==> config.mk <==
export PLATFORM = sky130hd
export DESIGN_NAME = fifo_ptr_sync_flat
export DESIGN_NICKNAME = d
export VERILOG_FILES = /design/src/rtl/fifo_pkg.sv /design/src/rtl/fifo_ptr_sync_if.sv /design/src/rtl/fifo_ptr_sync_sync_chain.sv /design/src/rtl/fifo_ptr_sync.sv /design/src/flat_wrapper.sv
export SDC_FILE = /design/constraint.sdc
export NUM_CORES = 1
export LEC_CHECK = 0
export CAP_MARGIN = 20
export CORE_ASPECT_RATIO = 1.2
export CORE_MARGIN = 2
export CORE_UTILIZATION = 43
export CTS_CLUSTER_DIAMETER = 100
export CTS_CLUSTER_SIZE = 10
export DETAILED_ROUTE_END_ITERATION = 16
export MAX_ROUTING_LAYER = met4
export PLACE_DENSITY = 0.76
export SKIP_LAST_GASP = 1
export SYNTH_ARGS = -nofsm -noshare
export SYNTH_HDL_FRONTEND = slang
export SYNTH_SLANG_ARGS = --single-unit
==> constraint.sdc <==
create_clock -name clk -period 1.3 [get_ports clk]
set_input_delay 0.13 -clock clk [delete_from_list [all_inputs] [get_ports clk]]
set_output_delay 0.13 -clock clk [all_outputs]
set_load 0.005 [all_outputs]
==> src/rtl/fifo_pkg.sv <==
// -----------------------------------------------------------------------------
// fifo_pkg
//   Shared definitions for the async FIFO pointer stages.
//   - DEFAULT_ADDR_WIDTH / DEFAULT_SYNC_STAGES : default build parameters
//   - MAX_PTR_WIDTH                            : widest pointer the helpers support
//   - bin2gray / gray2bin                      : Gray code conversion helpers
//
// The conversion helpers work on MAX_PTR_WIDTH-wide vectors. A PTR_WIDTH-wide
// pointer is zero-extended on the way in and truncated on the way out. Because
// the extension bits are zero, both conversions give the same low PTR_WIDTH
// bits as a native PTR_WIDTH-wide conversion would, so one pair of functions
// serves every pointer width.
// -----------------------------------------------------------------------------
package fifo_pkg;

  localparam int DEFAULT_ADDR_WIDTH  = 3;
  localparam int DEFAULT_SYNC_STAGES = 2;
  localparam int MAX_PTR_WIDTH       = 32;

  // g = b ^ (b >> 1)
  function automatic logic [MAX_PTR_WIDTH-1:0] bin2gray(
    input logic [MAX_PTR_WIDTH-1:0] b
  );
    return b ^ (b >> 1);
  endfunction

  // Each binary bit is the XOR of its Gray bit and every Gray bit above it.
  // Working down from the MSB, b[i] = b[i+1] ^ g[i].
  function automatic logic [MAX_PTR_WIDTH-1:0] gray2bin(
    input logic [MAX_PTR_WIDTH-1:0] g
  );
    logic [MAX_PTR_WIDTH-1:0] b;
    b = '0;
    b[MAX_PTR_WIDTH-1] = g[MAX_PTR_WIDTH-1];
    for (int i = MAX_PTR_WIDTH - 2; i >= 0; i--) begin
      b[i] = b[i+1] ^ g[i];
    end
    return b;
  endfunction

endpackage

==> src/rtl/fifo_ptr_sync_if.sv <==
// -----------------------------------------------------------------------------
// fifo_ptr_sync_if
//   Bundle of signals between one pointer stage (slave) and its surroundings
//   (master: the access requester, the flag stage and the remote domain).
//
//   Handshake: inc_req acts as "valid" and ~blocked as "ready". An access is
//   accepted (inc_ack=1) exactly on a clk edge where inc_req=1 and blocked=0.
//   A request made while blocked is not accepted and is not held by the
//   pointer stage; the requester decides whether to retry.
//
//   Signals:
//     inc_req     master->slave  access request (write or read enable)
//     blocked     master->slave  full (write side) / empty (read side)
//     remote_gray master->slave  other domain's Gray pointer, asynchronous
//     inc_ack     slave->master  inc_req & ~blocked, combinational
//     ptr_bin     slave->master  local binary pointer, registered
//     ptr_gray    slave->master  local Gray pointer, registered
//     addr        slave->master  RAM address, low bits of ptr_bin
//     remote_bin  slave->master  synchronised remote pointer, binary
//     err         slave->master  sticky reject flag (only with FIFO_PTR_ERR_EN)
// -----------------------------------------------------------------------------
interface fifo_ptr_sync_if
  import fifo_pkg::*;
#(
  parameter int ADDR_WIDTH = DEFAULT_ADDR_WIDTH,
  parameter int PTR_WIDTH  = ADDR_WIDTH + 1
);

  logic                  inc_req;
  logic                  blocked;
  logic                  inc_ack;
  logic [PTR_WIDTH-1:0]  ptr_bin;
  logic [PTR_WIDTH-1:0]  ptr_gray;
  logic [ADDR_WIDTH-1:0] addr;
  logic [PTR_WIDTH-1:0]  remote_gray;
  logic [PTR_WIDTH-1:0]  remote_bin;
`ifdef FIFO_PTR_ERR_EN
  logic                  err;
`endif

`ifdef FIFO_PTR_ERR_EN
  modport master (
    output inc_req, blocked, remote_gray,
    input  inc_ack, ptr_bin, ptr_gray, addr, remote_bin, err
  );

  modport slave (
    input  inc_req, blocked, remote_gray,
    output inc_ack, ptr_bin, ptr_gray, addr, remote_bin, err
  );
`else
  modport master (
    output inc_req, blocked, remote_gray,
    input  inc_ack, ptr_bin, ptr_gray, addr, remote_bin
  );

  modport slave (
    input  inc_req, blocked, remote_gray,
    output inc_ack, ptr_bin, ptr_gray, addr, remote_bin
  );
`endif

endinterface

==> src/rtl/fifo_ptr_sync_sync_chain.sv <==
// -----------------------------------------------------------------------------
// sync_chain
//   WIDTH x STAGES flip-flop pipeline for bringing a Gray-coded bus into the
//   local clock domain. The first stage samples d unconditionally; q is the
//   output of the last stage. Synchronous active-high reset clears all stages.
//
//   Only use it for values that change at most one bit between samples
//   (Gray pointers); a plain binary bus would be captured incoherently.
//
//   Ports:
//     clk  in   local clock
//     rst  in   synchronous reset, active-high
//     d    in   WIDTH  asynchronous input
//     q    out  WIDTH  synchronised output, STAGES edges after d
// -----------------------------------------------------------------------------
module sync_chain #(
  parameter int WIDTH  = 4,
  parameter int STAGES = 2
) (
  input  logic             clk,
  input  logic             rst,
  input  logic [WIDTH-1:0] d,
  output logic [WIDTH-1:0] q
);

  logic [WIDTH-1:0] stage_q [STAGES];

  always_ff @(posedge clk) begin
    if (rst) begin
      for (int i = 0; i < STAGES; i++) begin
        stage_q[i] <= '0;
      end
    end else begin
      stage_q[0] <= d;
      for (int i = 1; i < STAGES; i++) begin
        stage_q[i] <= stage_q[i-1];
      end
    end
  end

  assign q = stage_q[STAGES-1];

endmodule

==> src/rtl/fifo_ptr_sync.sv <==
// -----------------------------------------------------------------------------
// fifo_ptr_sync
//   Per-domain pointer stage of the async FIFO. One instance lives in the
//   write domain, one in the read domain.
//   - Holds the local binary pointer and advances it on every accepted access.
//   - Publishes the pointer as registered Gray code (ptr_gray), the only
//     signal that crosses to the other domain.
//   - Resynchronises the remote Gray pointer, converts it to binary and
//     registers it as remote_bin for the flag stage.
//   Write side feeds the flag stage (ptr_bin, remote_bin); read side feeds it
//   (remote_bin, ptr_bin).
//
//   Parameters:
//     ADDR_WIDTH   RAM address width, depth = 2**ADDR_WIDTH
//     PTR_WIDTH    ADDR_WIDTH+1, MSB is the wrap bit
//     SYNC_STAGES  synchroniser depth, 2..4
//
//   Ports:
//     clk   in  local domain clock
//     rst   in  synchronous reset, active-high
//     bus   fifo_ptr_sync_if.slave (inc_req, blocked, remote_gray in;
//           inc_ack, ptr_bin, ptr_gray, addr, remote_bin [, err] out)
//
//   Build option FIFO_PTR_ERR_EN: adds bus.err, a sticky flag set on any edge
//   where a request is made while blocked. Cleared only by rst. Without the
//   macro a rejected request is simply dropped.
// -----------------------------------------------------------------------------
module fifo_ptr_sync
  import fifo_pkg::*;
#(
  parameter int ADDR_WIDTH  = DEFAULT_ADDR_WIDTH,
  parameter int PTR_WIDTH   = ADDR_WIDTH + 1,
  parameter int SYNC_STAGES = DEFAULT_SYNC_STAGES
) (
  input  logic           clk,
  input  logic           rst,
  fifo_ptr_sync_if.slave bus
);

  logic                 inc_ack;
  logic [PTR_WIDTH-1:0] ptr_bin_q;
  logic [PTR_WIDTH-1:0] ptr_gray_q;
  logic [PTR_WIDTH-1:0] ptr_next;
  logic [PTR_WIDTH-1:0] ptr_gray_next;
  logic [PTR_WIDTH-1:0] remote_sync;
  logic [PTR_WIDTH-1:0] remote_bin_next;
  logic [PTR_WIDTH-1:0] remote_bin_q;

  // blocked comes combinationally from the flag stage and is used unregistered
  // so a full/empty decision takes effect in the same cycle.
  assign inc_ack = bus.inc_req & ~bus.blocked;

  // Natural overflow of the adder gives the modulo-2**PTR_WIDTH wrap.
  assign ptr_next = ptr_bin_q + PTR_WIDTH'(1);

  // Gray is derived from the next binary value and registered alongside it,
  // so ptr_gray is a clean flop output with no conversion logic behind it.
  assign ptr_gray_next = PTR_WIDTH'(bin2gray(MAX_PTR_WIDTH'(ptr_next)));

  always_ff @(posedge clk) begin
    if (rst) begin
      ptr_bin_q  <= '0;
      ptr_gray_q <= '0;
    end else if (inc_ack) begin
      ptr_bin_q  <= ptr_next;
      ptr_gray_q <= ptr_gray_next;
    end
  end

  // Remote pointer path: SYNC_STAGES flops, then a registered conversion.
  // The result lags the remote domain, which only ever makes the flag stage
  // more pessimistic (less free space / less data), never optimistic.
  sync_chain #(
    .WIDTH  (PTR_WIDTH),
    .STAGES (SYNC_STAGES)
  ) u_remote_sync (
    .clk (clk),
    .rst (rst),
    .d   (bus.remote_gray),
    .q   (remote_sync)
  );

  assign remote_bin_next = PTR_WIDTH'(gray2bin(MAX_PTR_WIDTH'(remote_sync)));

  always_ff @(posedge clk) begin
    if (rst) begin
      remote_bin_q <= '0;
    end else begin
      remote_bin_q <= remote_bin_next;
    end
  end

`ifdef FIFO_PTR_ERR_EN
  logic err_q;

  always_ff @(posedge clk) begin
    if (rst) begin
      err_q <= 1'b0;
    end else if (bus.inc_req & bus.blocked) begin
      err_q <= 1'b1;
    end
  end

  assign bus.err = err_q;
`endif

  assign bus.inc_ack    = inc_ack;
  assign bus.ptr_bin    = ptr_bin_q;
  assign bus.ptr_gray   = ptr_gray_q;
  assign bus.addr       = ptr_bin_q[ADDR_WIDTH-1:0];
  assign bus.remote_bin = remote_bin_q;

endmodule

==> src/flat_wrapper.sv <==
// flat-port wrapper written by rule: the top's interface ports become plain ports
module fifo_ptr_sync_flat import fifo_pkg::*;
#(
  parameter int ADDR_WIDTH  = DEFAULT_ADDR_WIDTH,
  parameter int PTR_WIDTH   = ADDR_WIDTH + 1,
  parameter int SYNC_STAGES = DEFAULT_SYNC_STAGES
)
  (clk, rst, bus_inc_req, bus_blocked, bus_remote_gray, bus_inc_ack, bus_ptr_bin, bus_ptr_gray, bus_addr, bus_remote_bin);
  fifo_ptr_sync_if #(.ADDR_WIDTH(ADDR_WIDTH), .PTR_WIDTH(PTR_WIDTH)) bus_i ();
  input  logic clk;
  input  logic rst;
  input wire logic [$bits(bus_i.inc_req)-1:0] bus_inc_req;
  input wire logic [$bits(bus_i.blocked)-1:0] bus_blocked;
  input wire logic [$bits(bus_i.remote_gray)-1:0] bus_remote_gray;
  output wire logic [$bits(bus_i.inc_ack)-1:0] bus_inc_ack;
  output wire logic [$bits(bus_i.ptr_bin)-1:0] bus_ptr_bin;
  output wire logic [$bits(bus_i.ptr_gray)-1:0] bus_ptr_gray;
  output wire logic [$bits(bus_i.addr)-1:0] bus_addr;
  output wire logic [$bits(bus_i.remote_bin)-1:0] bus_remote_bin;
  assign bus_i.inc_req = bus_inc_req;
  assign bus_i.blocked = bus_blocked;
  assign bus_i.remote_gray = bus_remote_gray;
  assign bus_inc_ack = bus_i.inc_ack;
  assign bus_ptr_bin = bus_i.ptr_bin;
  assign bus_ptr_gray = bus_i.ptr_gray;
  assign bus_addr = bus_i.addr;
  assign bus_remote_bin = bus_i.remote_bin;
  fifo_ptr_sync #(.ADDR_WIDTH(ADDR_WIDTH), .PTR_WIDTH(PTR_WIDTH), .SYNC_STAGES(SYNC_STAGES)) u_core (.clk(clk), .rst(rst), .bus(bus_i));
endmodule
==> impl_metrics.yaml <==
placed_design:
  gp_congestion: 0.708
  place_hpwl_um: 867
  port_buffers: 23
  post-place-ws_ns: -0.128
  placed_area_um2: 987
timing:
  fmax_mhz: 790
  hold_viol: 0
  worstMarginPinSlew_ns: 0.273
  slew_viol_final: 0
  fin_crit_ns: 1.27
  hold_ws_ns: 0.386
  period_share_pct: 97.4
  rsz0062_at_grt: "no"
  setup_slack_ns: 0.0335
  max_slew_margin_pct: 81.7
  skew_ns: 0.00350
  finalSetupViolCount: 0
final_layout:
  fin_area_um2: 1070
  final_util_pct: 66.9
  drive_above_1_share_pct: 25.5
  diodes: 0
  area_growth_pct: 48.9
  fin_nets: 112
critical_path:
  timing.rr.start: "u_core.bus.ptr_gray[3]"
  crit_path_max_fanout: 3
  worstSetupStartpointType: "flip-flop"
  cp-end-kind: "primary output"
  crit_required_ns: 1.17
  reg2reg_to: "u_core.bus.ptr_gray[3]"
  crit_family: "buffers and inverters"
  reg2reg_depth: 4
  ff2ff_setup_slack_ns: 0.08
  cp.arrival_ns: 1.14
  cpPeakStageDelay_ns: 0.49
  worst_path_max_delay_cell: "clkdlybuf4s50_1"
  crit_chain: "clkdlybuf4s50_1"
  critical_path_buf_inv_count: 1
  crit_type: "reg -> out"
cts:
  worstSkewPairLatency_ns: 0.28
  cts_tree: "yes"
  numCtsBuffers: 3
  cts_root_buf: "clkbuf_4"
  path_clk_slew_ns: 0.11
  cts_hold_buf: 0
  cts.sinks: 19
  cts-htree-levels: 1
  cts.path.max_buffers: 2
logic_synthesis:
  yosys_warnings: 0
  yosysTopAreaCell: "dfxtp_1"
  ys.flop_type: "dfxtp_1"
  synth_seq_cells: 19
  synth_area_leaders: "dfxtp_1 (53%), nor2b_1 (7.0%), xnor2_1 (6.1%)"
  synth_fa_ha_area_share_pct: 1.74
  synth-simple-area-share_pct: 20.3
  syn-num-nets: 78
  synth-xor-area-share_pct: 14.1
  synth.avg_cell_area_um2: 10.4
  synth_compound_area_share_pct: 5.22
  synth_edf_count: 0
  syn-instance-count: 69
  ys_types: 20
  synthArstFlopShare_pct: 0
  ys_seq_area_share_pct: 52.9
  synth_top_family_by_area: "simple AND/OR/NAND/NOR gates"
  synth_most_common_cell: "dfxtp_1"
  synth_common_cells: "dfxtp_1 (19), nor2b_1 (8), nor2_1 (5), xnor2_1 (5)"
  netlist_area_um2: 719
  synth_top_area_share_pct: 52.9
  synthMuxAreaShare_pct: 0
global_route:
  grt_util_met3_pct: 2.74
  antenna_found_initial: 0
  grt_max_degree: 13
  grt_pass1_wl_mm: 2.16
  grt_busiest_layer: "met2"
  overflow: 0
  grt_pass1_vias: 518
  use_met2_pct: 22.4
  met1_usage_pct: 22.4
  grt_usage_pct: 15.7
floorplan:
  core_area_um2: 1600
  start_util_pct: 44.9
  row_count: 16
  dieArea_um2: 2020
  die_h_um: 48.8
  die_w_um: 41.3
  boundaryPins: 24
min_path:
  worstHoldPathType: "in -> reg"
  hold_start: "bus_remote_gray[3]"
  holdPathEnd: "u_core.u_remote_sync.stage_q[0][3]"
  hold_depth: 2
drt:
  drc: 0
  drt-total-wl_mm: 1.31
  wl_per_cell_um: 10.9
  drt-initial-drc-count: 7
  via_per_inst: 4.68
  detail-route-antenna-nets: 0
  vias: 561
  first_pass_iters: 4
run_status:
  status: "completed"
flow_run:
  maxCapViolations: 0
power_and_ir_drop:
  p_leak_nw: 0.497
  powerDensity_nw_per_um2: 996
  ir_worst_vdd_mv: 0.716
  total_power_mw: 1.07
-- cell usage in the layout (no fill, tap or decap) --
cell type	synthesis	layout
a21boi_1	1	1
a21oi_1	3	3
buf_4	4	12
clkbuf_4	0	3
clkdlybuf4s50_1	0	14
clkinv_2	0	1
dfxtp_1	19	13
dfxtp_2	0	5
dfxtp_4	0	1
dlygate4sd2_1	0	7
dlymetal6s2s_1	0	2
ha_4	0	1
inv_2	1	1
nand2_1	4	4
nand2b_1	1	1
nand2b_4	1	1
nand3_1	1	1
nand3b_1	3	3
nor2_1	5	5
nor2b_1	8	8
nor2b_2	1	1
o21ai_1	3	3
or3_1	1	1
xnor2_1	5	5
xnor3_1	1	1
xor2_1	4	4
-- cell type report --
type                            instances  area [µm²]
Clock buffer                            3        22.5
Clock inverter                          1        5.00
Fill cell                             138         531
Inverter                                1        3.75
Multi-Input combinational cell         43         310
Sequential cell                        19         390
Tap cell                               18        22.5
Timing Repair Buffer                   35         317
-- report_power, final --
group / switching [mW] / internal, mW / leakage (nW)
Sequential: 0.0114 / 0.609 / 0.159
Clock: 0.170 / 0.114 / 0.0177
Combinational: 0.0595 / 0.104 / 0.320
Total: 0.241 / 0.826 / 0.497
-- logic make-up after synthesis --
kind of cell / Yosys count
AO/OA/AOI/OAI: 7
XOR/XNOR: 10
adder cells (fa/ha/maj): 1
buffers and inverters: 7
flip-flops: 19
AND/OR/NAND/NOR: 25
-- worst max path at each step --
stage                                   endpoint  depth (start not counted)              startpoint  slack (ns)
final                             bus_ptr_bin[2]                          1   u_core.bus.ptr_bin[2]        0.03
after floorplan           u_core.bus.ptr_gray[1]                          4   u_core.bus.ptr_bin[0]        0.07
after CTS                        bus_ptr_gray[0]                          1  u_core.bus.ptr_gray[0]        0.01
after global routing              bus_ptr_bin[2]                          1   u_core.bus.ptr_bin[2]       0.001
after detailed placement             bus_inc_ack                          4             bus_inc_req       -0.13
after global placement               bus_inc_ack                          4             bus_inc_req       -0.10
-- repair_timing --
item / in CTS / in global routing
resized for setup: 12 / 5
pin swaps: 0 / 1
endpoints found under the setup margin: 9 / 7
setup buffers: 4 / 1
cloned: 0 / 0
-- state kept, by name, indices dropped and copies added (netlist names) --
name and flops:
u_core.bus.ptr_bin 3, u_core.bus.ptr_gray 4, u_core.bus.remote_bin 4, u_core.u_remote_sync.stage_q 8
-- routing by layer --
metal | routed length, µm | part of all wire [%] | up-vias
met5 | 0 | 0 | -
met4 | 10 | 0.77 | 0
met3 | 94 | 7.2 | 2
met2 | 636 | 49 | 23
met1 | 564 | 43 | 251
li1 | - | - | 285
-- metrics by stage --
step                cells  setup TNS, ns
floorplan              69              0
global placement      111         -0.104
detailed placement    111         -0.128
CTS                   119              0
global route          120              0
finish                120              0
Note: power is estimated with default switching activity, not from simulation.
